### src/rtl/lsu_rmw_pkg.sv
// Shared definitions for the load/store unit: RV32I funct3 codes and the
// access-legality check applied when a request is accepted.
package lsu_rmw_pkg;

    localparam logic [2:0] F3_B  = 3'b000;
    localparam logic [2:0] F3_H  = 3'b001;
    localparam logic [2:0] F3_W  = 3'b010;
    localparam logic [2:0] F3_BU = 3'b100;
    localparam logic [2:0] F3_HU = 3'b101;

    // Unsigned variants exist only for loads; stores accept B/H/W only.
    function automatic logic access_illegal(input logic       store,
                                            input logic [2:0] funct3,
                                            input logic [1:0] addr_lo);
        logic illegal_s;
        case (funct3)
            F3_B:         illegal_s = 1'b0;
            F3_H:         illegal_s = addr_lo[0];
            F3_W:         illegal_s = (addr_lo != 2'b00);
            F3_BU, F3_HU: illegal_s = store;
            default:      illegal_s = 1'b1;
        endcase
        return illegal_s;
    endfunction

endpackage

### src/rtl/lsu_align.sv
// Combinational lane logic: extracts/extends load data from a memory word and
// merges a byte or halfword store into a previously read word (little-endian).
module lsu_align
    import lsu_rmw_pkg::*;
#(
    parameter int XLEN = 32
) (
    input  logic [2:0]      funct3,
    input  logic [1:0]      addr_lo,
    input  logic [XLEN-1:0] word,
    input  logic [XLEN-1:0] old,
    input  logic [XLEN-1:0] wdata,
    output logic [XLEN-1:0] load_data,
    output logic [XLEN-1:0] merge_data
);

    logic [XLEN-1:0] shifted_s;
    logic [7:0]      byte_s;
    logic [15:0]     half_s;

    // Load extraction: select the addressed lane, then sign- or zero-extend.
    always_comb begin
        shifted_s = word >> {addr_lo, 3'b000};
        byte_s    = shifted_s[7:0];
        half_s    = addr_lo[1] ? word[31:16] : word[15:0];
        case (funct3)
            F3_B:    load_data = {{24{byte_s[7]}}, byte_s};
            F3_BU:   load_data = {24'h000000, byte_s};
            F3_H:    load_data = {{16{half_s[15]}}, half_s};
            F3_HU:   load_data = {16'h0000, half_s};
            F3_W:    load_data = word;
            default: load_data = {XLEN{1'b0}};
        endcase
    end

    // Store merge: replace only the addressed lane of the old word.
    always_comb begin
        merge_data = old;
        case (funct3)
            F3_B: begin
                case (addr_lo)
                    2'd0:    merge_data[7:0]   = wdata[7:0];
                    2'd1:    merge_data[15:8]  = wdata[7:0];
                    2'd2:    merge_data[23:16] = wdata[7:0];
                    2'd3:    merge_data[31:24] = wdata[7:0];
                    default: merge_data        = old;
                endcase
            end
            F3_H: begin
                if (addr_lo[1]) begin
                    merge_data[31:16] = wdata[15:0];
                end else begin
                    merge_data[15:0] = wdata[15:0];
                end
            end
            F3_W:    merge_data = wdata;
            default: merge_data = old;
        endcase
    end

endmodule

### src/rtl/lsu_rmw.sv
// Load/store unit between the MEM stage and a word-only data memory. Byte and
// halfword stores are done as read-modify-write since the memory has no byte enables.
module lsu_rmw
    import lsu_rmw_pkg::*;
#(
    parameter int XLEN   = 32,
    parameter int ADDR_W = 32
) (
    input  logic              clk,
    input  logic              rst_n,
    input  logic              req_valid,
    output logic              req_ready,
    input  logic              req_store,
    input  logic [2:0]        req_funct3,
    input  logic [ADDR_W-1:0] req_addr,
    input  logic [XLEN-1:0]   req_wdata,
    output logic              resp_valid,
    output logic [XLEN-1:0]   resp_rdata,
    output logic              resp_err,
    output logic              dmem_memRead,
    output logic              dmem_memWrite,
    output logic [ADDR_W-1:0] dmem_addr,
    output logic [XLEN-1:0]   dmem_wdata,
    input  logic [XLEN-1:0]   dmem_rdata
);

    typedef enum logic [1:0] {
        ST_IDLE   = 2'd0,
        ST_ACCESS = 2'd1,
        ST_WRITE  = 2'd2,
        ST_RESP   = 2'd3
    } state_t;

    state_t            state_r;
    logic              store_r;
    logic [2:0]        funct3_r;
    logic [ADDR_W-1:0] addr_r;
    logic [XLEN-1:0]   wdata_r;
    logic [XLEN-1:0]   merge_r;
    logic [XLEN-1:0]   rdata_r;
    logic              err_r;
    logic [XLEN-1:0]   load_data_s;
    logic [XLEN-1:0]   merge_data_s;
    logic [ADDR_W-1:0] word_addr_s;

    assign word_addr_s = {addr_r[ADDR_W-1:2], 2'b00};

    lsu_align #(.XLEN(XLEN)) u_align (
        .funct3     (funct3_r),
        .addr_lo    (addr_r[1:0]),
        .word       (dmem_rdata),
        .old        (merge_r),
        .wdata      (wdata_r),
        .load_data  (load_data_s),
        .merge_data (merge_data_s)
    );

    // Request FSM with request latches, merge buffer and response registers.
    always_ff @(posedge clk) begin
        if (!rst_n) begin
            state_r  <= ST_IDLE;
            store_r  <= 1'b0;
            funct3_r <= 3'b000;
            addr_r   <= {ADDR_W{1'b0}};
            wdata_r  <= {XLEN{1'b0}};
            merge_r  <= {XLEN{1'b0}};
            rdata_r  <= {XLEN{1'b0}};
            err_r    <= 1'b0;
        end else begin
            case (state_r)
                ST_IDLE: begin
                    if (req_valid) begin
                        store_r  <= req_store;
                        funct3_r <= req_funct3;
                        addr_r   <= req_addr;
                        wdata_r  <= req_wdata;
                        rdata_r  <= {XLEN{1'b0}};
                        err_r    <= access_illegal(req_store, req_funct3, req_addr[1:0]);
                        state_r  <= access_illegal(req_store, req_funct3, req_addr[1:0])
                                    ? ST_RESP : ST_ACCESS;
                    end
                end
                ST_ACCESS: begin
                    if (!store_r) begin
                        rdata_r <= load_data_s;
                        state_r <= ST_RESP;
                    end else if (funct3_r == F3_W) begin
                        state_r <= ST_RESP;
                    end else begin
                        merge_r <= dmem_rdata;
                        state_r <= ST_WRITE;
                    end
                end
                ST_WRITE: state_r <= ST_RESP;
                ST_RESP:  state_r <= ST_IDLE;
                default:  state_r <= ST_IDLE;
            endcase
        end
    end

    // Output decode from registered state; rst_n gates everything so a
    // reset edge can never carry a memory write.
    always_comb begin
        req_ready     = 1'b0;
        resp_valid    = 1'b0;
        resp_rdata    = {XLEN{1'b0}};
        resp_err      = 1'b0;
        dmem_memRead  = 1'b0;
        dmem_memWrite = 1'b0;
        dmem_addr     = {ADDR_W{1'b0}};
        dmem_wdata    = {XLEN{1'b0}};
        if (rst_n) begin
            resp_rdata = rdata_r;
            resp_err   = err_r;
            case (state_r)
                ST_IDLE: req_ready = 1'b1;
                ST_ACCESS: begin
                    dmem_addr = word_addr_s;
                    if (store_r && (funct3_r == F3_W)) begin
                        dmem_memWrite = 1'b1;
                        dmem_wdata    = wdata_r;
                    end else begin
                        dmem_memRead = 1'b1;
                    end
                end
                ST_WRITE: begin
                    dmem_memWrite = 1'b1;
                    dmem_addr     = word_addr_s;
                    dmem_wdata    = merge_data_s;
                end
                ST_RESP: resp_valid = 1'b1;
                default: req_ready = 1'b0;
            endcase
        end else begin
            req_ready     = 1'b0;
            dmem_memWrite = 1'b0;
        end
    end

endmodule

### config.mk
export PLATFORM = sky130hd
export DESIGN_NAME = lsu_rmw
export DESIGN_NICKNAME = d
export VERILOG_FILES = /design/src/rtl/lsu_rmw_pkg.sv /design/src/rtl/lsu_align.sv /design/src/rtl/lsu_rmw.sv
export SDC_FILE = /design/constraint.sdc
export NUM_CORES = 1
export LEC_CHECK = 0
export CAP_MARGIN = 10
export CORE_UTILIZATION = 40
export DETAILED_ROUTE_END_ITERATION = 16
export PLACE_DENSITY = 0.69
export SYNTH_ARGS = -nofsm -noshare
export SYNTH_HDL_FRONTEND = slang
export SYNTH_SLANG_ARGS = --single-unit
### constraint.sdc
create_clock -name clk -period 2.3 [get_ports clk]
set_input_delay 0.23 -clock clk [delete_from_list [all_inputs] [get_ports clk]]
set_output_delay 0.23 -clock clk [all_outputs]
set_load 0.01 [all_outputs]
==> impl_summary.log <==
INFO  metric final-hold-violation-count = 0
INFO  metric cts_tree = done
INFO  metric worstMarginPinSlew = 0.675 ns
INFO  metric finalSetupViolCount = 9
INFO  metric hold_path.class = in2reg
INFO  metric final_antenna_net_count = 0
INFO  metric layout.nets = 1404
INFO  metric endpoint_kind = output port
INFO  metric synth_top_family_by_area = compound AO/OA/AOI/OAI gates
INFO  metric clock.fmax = 0.417 GHz
INFO  metric outcome = finished with violations
INFO  metric post_synth_fa_ha_maj_area_fraction = 0.00779
INFO  metric failed_checks = setup timing
INFO  metric finalNonFillerCells = 1575
INFO  metric route.detailed.drc = 0
INFO  metric area_growth = 45.0%
INFO  metric worst_clock_skew = 0.00992 ns
INFO  metric grt.overflow.total = 0
INFO  metric synthTopCellsByCount = sky130_fd_sc_hd__nand2_1, sky130_fd_sc_hd__dfxtp_1, sky130_fd_sc_hd__a21boi_0, sky130_fd_sc_hd__clkbuf_1, sky130_fd_sc_hd__nor2_1
INFO  metric fin_worst_hold_slack = 0.130 ns
INFO  metric multiInputGateArea = 0.00489 mm²
INFO  metric routed_via_density = 5.52
INFO  metric vdd_ir_drop_max = 0.676 mV
INFO  metric nFillCells = 1822
INFO  metric htree_num_levels = 4
INFO  metric drtIter0Drc = 675
INFO  metric endpoint_required_time_on_the_critical_path = 2.07 ns
INFO  metric yosys_warnings = 0
INFO  metric clock_sinks = 135
INFO  metric grt_start_max_net_pins = 107
INFO  metric fin_crit = 2.40 ns
INFO  metric grt_first_pass_wirelength = 44700 µm
INFO  metric post_cts_hold_buffer_count = 0
INFO  metric cp_data_arrival_time = 2.17 ns
INFO  metric floorplan.initialDensity = 0.410
INFO  metric share_of_async_settable_or_async_resettable_flops_after_synthesis = 0
INFO  metric finish.utilization = 0.594
INFO  metric design.die.area = 0.0206 mm²
INFO  metric antenna_found_initial = 1
INFO  metric synth_top_cell_area_share = 0.337
INFO  metric clockBufferDepth = 2
INFO  metric final_worst_path_setup_slack = -0.0962 ns
INFO  metric fp.coreArea = 0.0196 mm²
INFO  metric ioPinCount = 204
INFO  metric synthDistinctLibCells = 53
INFO  metric floorplan.die.height = 144 µm
INFO  metric grt_setup_unrepaired = yes
INFO  metric postSynthCellCount = 1069
INFO  metric synth.top_cells.by_area = sky130_fd_sc_hd__dfxtp_1, sky130_fd_sc_hd__nand2_1, sky130_fd_sc_hd__a21boi_0
INFO  metric synth_enable_flop_cells = 0
INFO  metric firstDrtPassIters = 6
INFO  metric clock_latency = 0.42 ns
INFO  metric placed_cells = 1524
INFO  metric yosys-mux-area-fraction = 0.0676
INFO  metric vias = 8694
INFO  metric gp_congestion = 0.928
INFO  metric yosys.area_share.simple = 0.224
INFO  metric dp_slack = -0.107 ns
INFO  metric crit_path_start_kind = flip-flop
INFO  metric final.period_utilization = 1.04
INFO  metric total_wirelength = 29100 µm
INFO  metric detailedPlacementHpwl = 20400 µm
INFO  metric die_width = 144 µm
INFO  metric worstSetupPathType = reg2out
INFO  metric port_buffers = 201
INFO  metric synth_area_in_compound_gates = 0.282
INFO  metric grtUsageTotal = 0.283
INFO  metric biggest_fanout_along_the_worst_timing_path = 5
INFO  metric total_leakage_power = 5.34 nW
INFO  metric cts-buffers-inserted = 17
INFO  metric slew_headroom = 0.547
INFO  metric floorplan.rows = 51
INFO  metric synth_sequential_area_ratio = 0.337
INFO  metric number_of_global_route_vias_before_repair = 8285
INFO  metric synth.ff_latch_count = 135
INFO  metric post_synth.cell_area_avg = 7.51 µm²
INFO  metric synth_area = 0.00803 mm²
INFO  metric final-max-slew-violation-count = 0
INFO  metric ys_dominant_reg_cell = sky130_fd_sc_hd__dfxtp_1
INFO  metric drive_gt1_frac = 0.183
INFO  metric synth_xor_area_frac = 0
INFO  metric timing.max_cap.violations = 0
INFO  metric root_buffer = sky130_fd_sc_hd__clkbuf_16
INFO  metric yosys.cell_count.top_type = sky130_fd_sc_hd__nand2_1
INFO  metric post_drt_wl_per_cell = 18.5 µm
INFO  metric synth_top_cell_by_area = sky130_fd_sc_hd__dfxtp_1
INFO  metric pd_cells = 901 mW/mm²
INFO  metric clkTransAtPathRegs = 0.06 ns
INFO  metric sequential_cell_area = 0.00271 mm²
final timing paths:
check,cells past startpoint,end,slack [ns],startpoint
setup reg to reg,8,rdata_r[3]$_SDFFE_PN0P_,0.23,funct3_r[1]$_SDFFE_PN0P_
hold reg to reg,2,addr_r[2]$_SDFFE_PN0P_,0.46,addr_r[2]$_SDFFE_PN0P_
hold / removal,2,funct3_r[0]$_SDFFE_PN0P_,0.13,rst_n
setup / recovery,9,dmem_wdata[29],-0.1,funct3_r[2]$_SDFFE_PN0P_
layout by cell type (no fill, tap or decap), drive strengths merged, types with 2 or more instances in the layout:
cell           Yosys  routed
buf               37     141
clkbuf            66      20
a2111o             4       4
a21boi           100     100
nand2b            18      18
dfxtp            135     135
a21oi             40      40
inv               48      50
conb               1       2
and3              38      38
clkinvlp           0       3
and2               6       6
a21o               3       3
o32ai              3       3
mux2               8       8
a22o              13      13
o211ai            11      11
a31oi              3       3
dlymetal6s2s       0      26
o22ai             31      31
a22oi             21      21
ha                 5       5
a211o              3       3
mux2i             34      34
a2bb2oi           10      10
nand2            267     267
o21a               6       6
nor2              56      56
clkdlybuf4s50      0     136
nand3              5       5
clkinv             0       6
o221ai            13      13
a221oi            15      15
nand3b             9       9
bufinv             0       3
nor2b              6       6
o21ai             37      37
mux4               5       5
nor3               3       3
dlygate4sd2        0       5
cell type report:
class | instances | area share
Timing Repair Buffer | 310 | 0.250
Antenna cell | 1 | 0.000215
Clock buffer | 18 | 0.0377
Inverter | 48 | 0.0158
Clock inverter | 14 | 0.0148
Sequential cell | 135 | 0.233
Multi-Input combinational cell | 784 | 0.420
Tap cell | 265 | 0.0285
repair_timing:
action / CTS / global route
cloned: 1 / 1
endpoints found under the setup margin: 64 / 59
buffers inserted: 15 / 6
pin swaps: 17 / 14
gates resized for setup: 187 / 60
state kept, by name, indices dropped and copies added (netlist names):
register,count
addr_r,32
err_r,1
funct3_r,3
merge_r,32
rdata_r,32
state_r,2
store_r,1
wdata_r,32
logic make-up after synthesis:
family	Yosys count
AO/OA/AOI/OAI	319
adder cells (fa/ha/maj)	5
buffers and inverters	151
flip-flops	135
multiplexers	47
other	1
AND/OR/NAND/NOR	411
power by group:
group / internal, mW / leakage (nW) / switching (mW)
registers: 2.72 / 1.10 / 0.277
logic: 2.06 / 3.94 / 2.55
clock network: 1.74 / 0.297 / 1.13
total: 6.53 / 5.34 / 3.96
metrics by stage:
stage	cell area (µm²)	setup TNS, ns	power (mW)
6_report	11600	-0.408	10.5
5_1_grt	11600	-1.66	11.1
4_1_cts	11400	-1.37	10.2
3_5_place_dp	10700	-0.412	7.09
3_3_place_gp	10700	-0.238	7.05
2_1_floorplan	8030	0	5.44
worst max-delay path: stages (launching register included):
cell and delay [ns]:
sky130_fd_sc_hd__dfxtp_2 0.32, sky130_fd_sc_hd__or3b_4 0.42, sky130_fd_sc_hd__buf_6 0.14, sky130_fd_sc_hd__nor3_4 0.21, sky130_fd_sc_hd__buf_6 0.14, sky130_fd_sc_hd__buf_6 0.12
sky130_fd_sc_hd__buf_6 0.10, sky130_fd_sc_hd__nand2_2 0.04, sky130_fd_sc_hd__o211ai_1 0.07, sky130_fd_sc_hd__buf_2 0.19
per-layer routing:
layer | wire, µm | track usage | vias to the layer above
met5 | 0 | 0 | -
met4 | 1020 | 0.114 | 0
met3 | 2280 | 0.0756 | 60
met2 | 13700 | 0.458 | 361
met1 | 12000 | 0.355 | 4115
li1 | - | - | 4158
(Power assumes the default switching activity.)
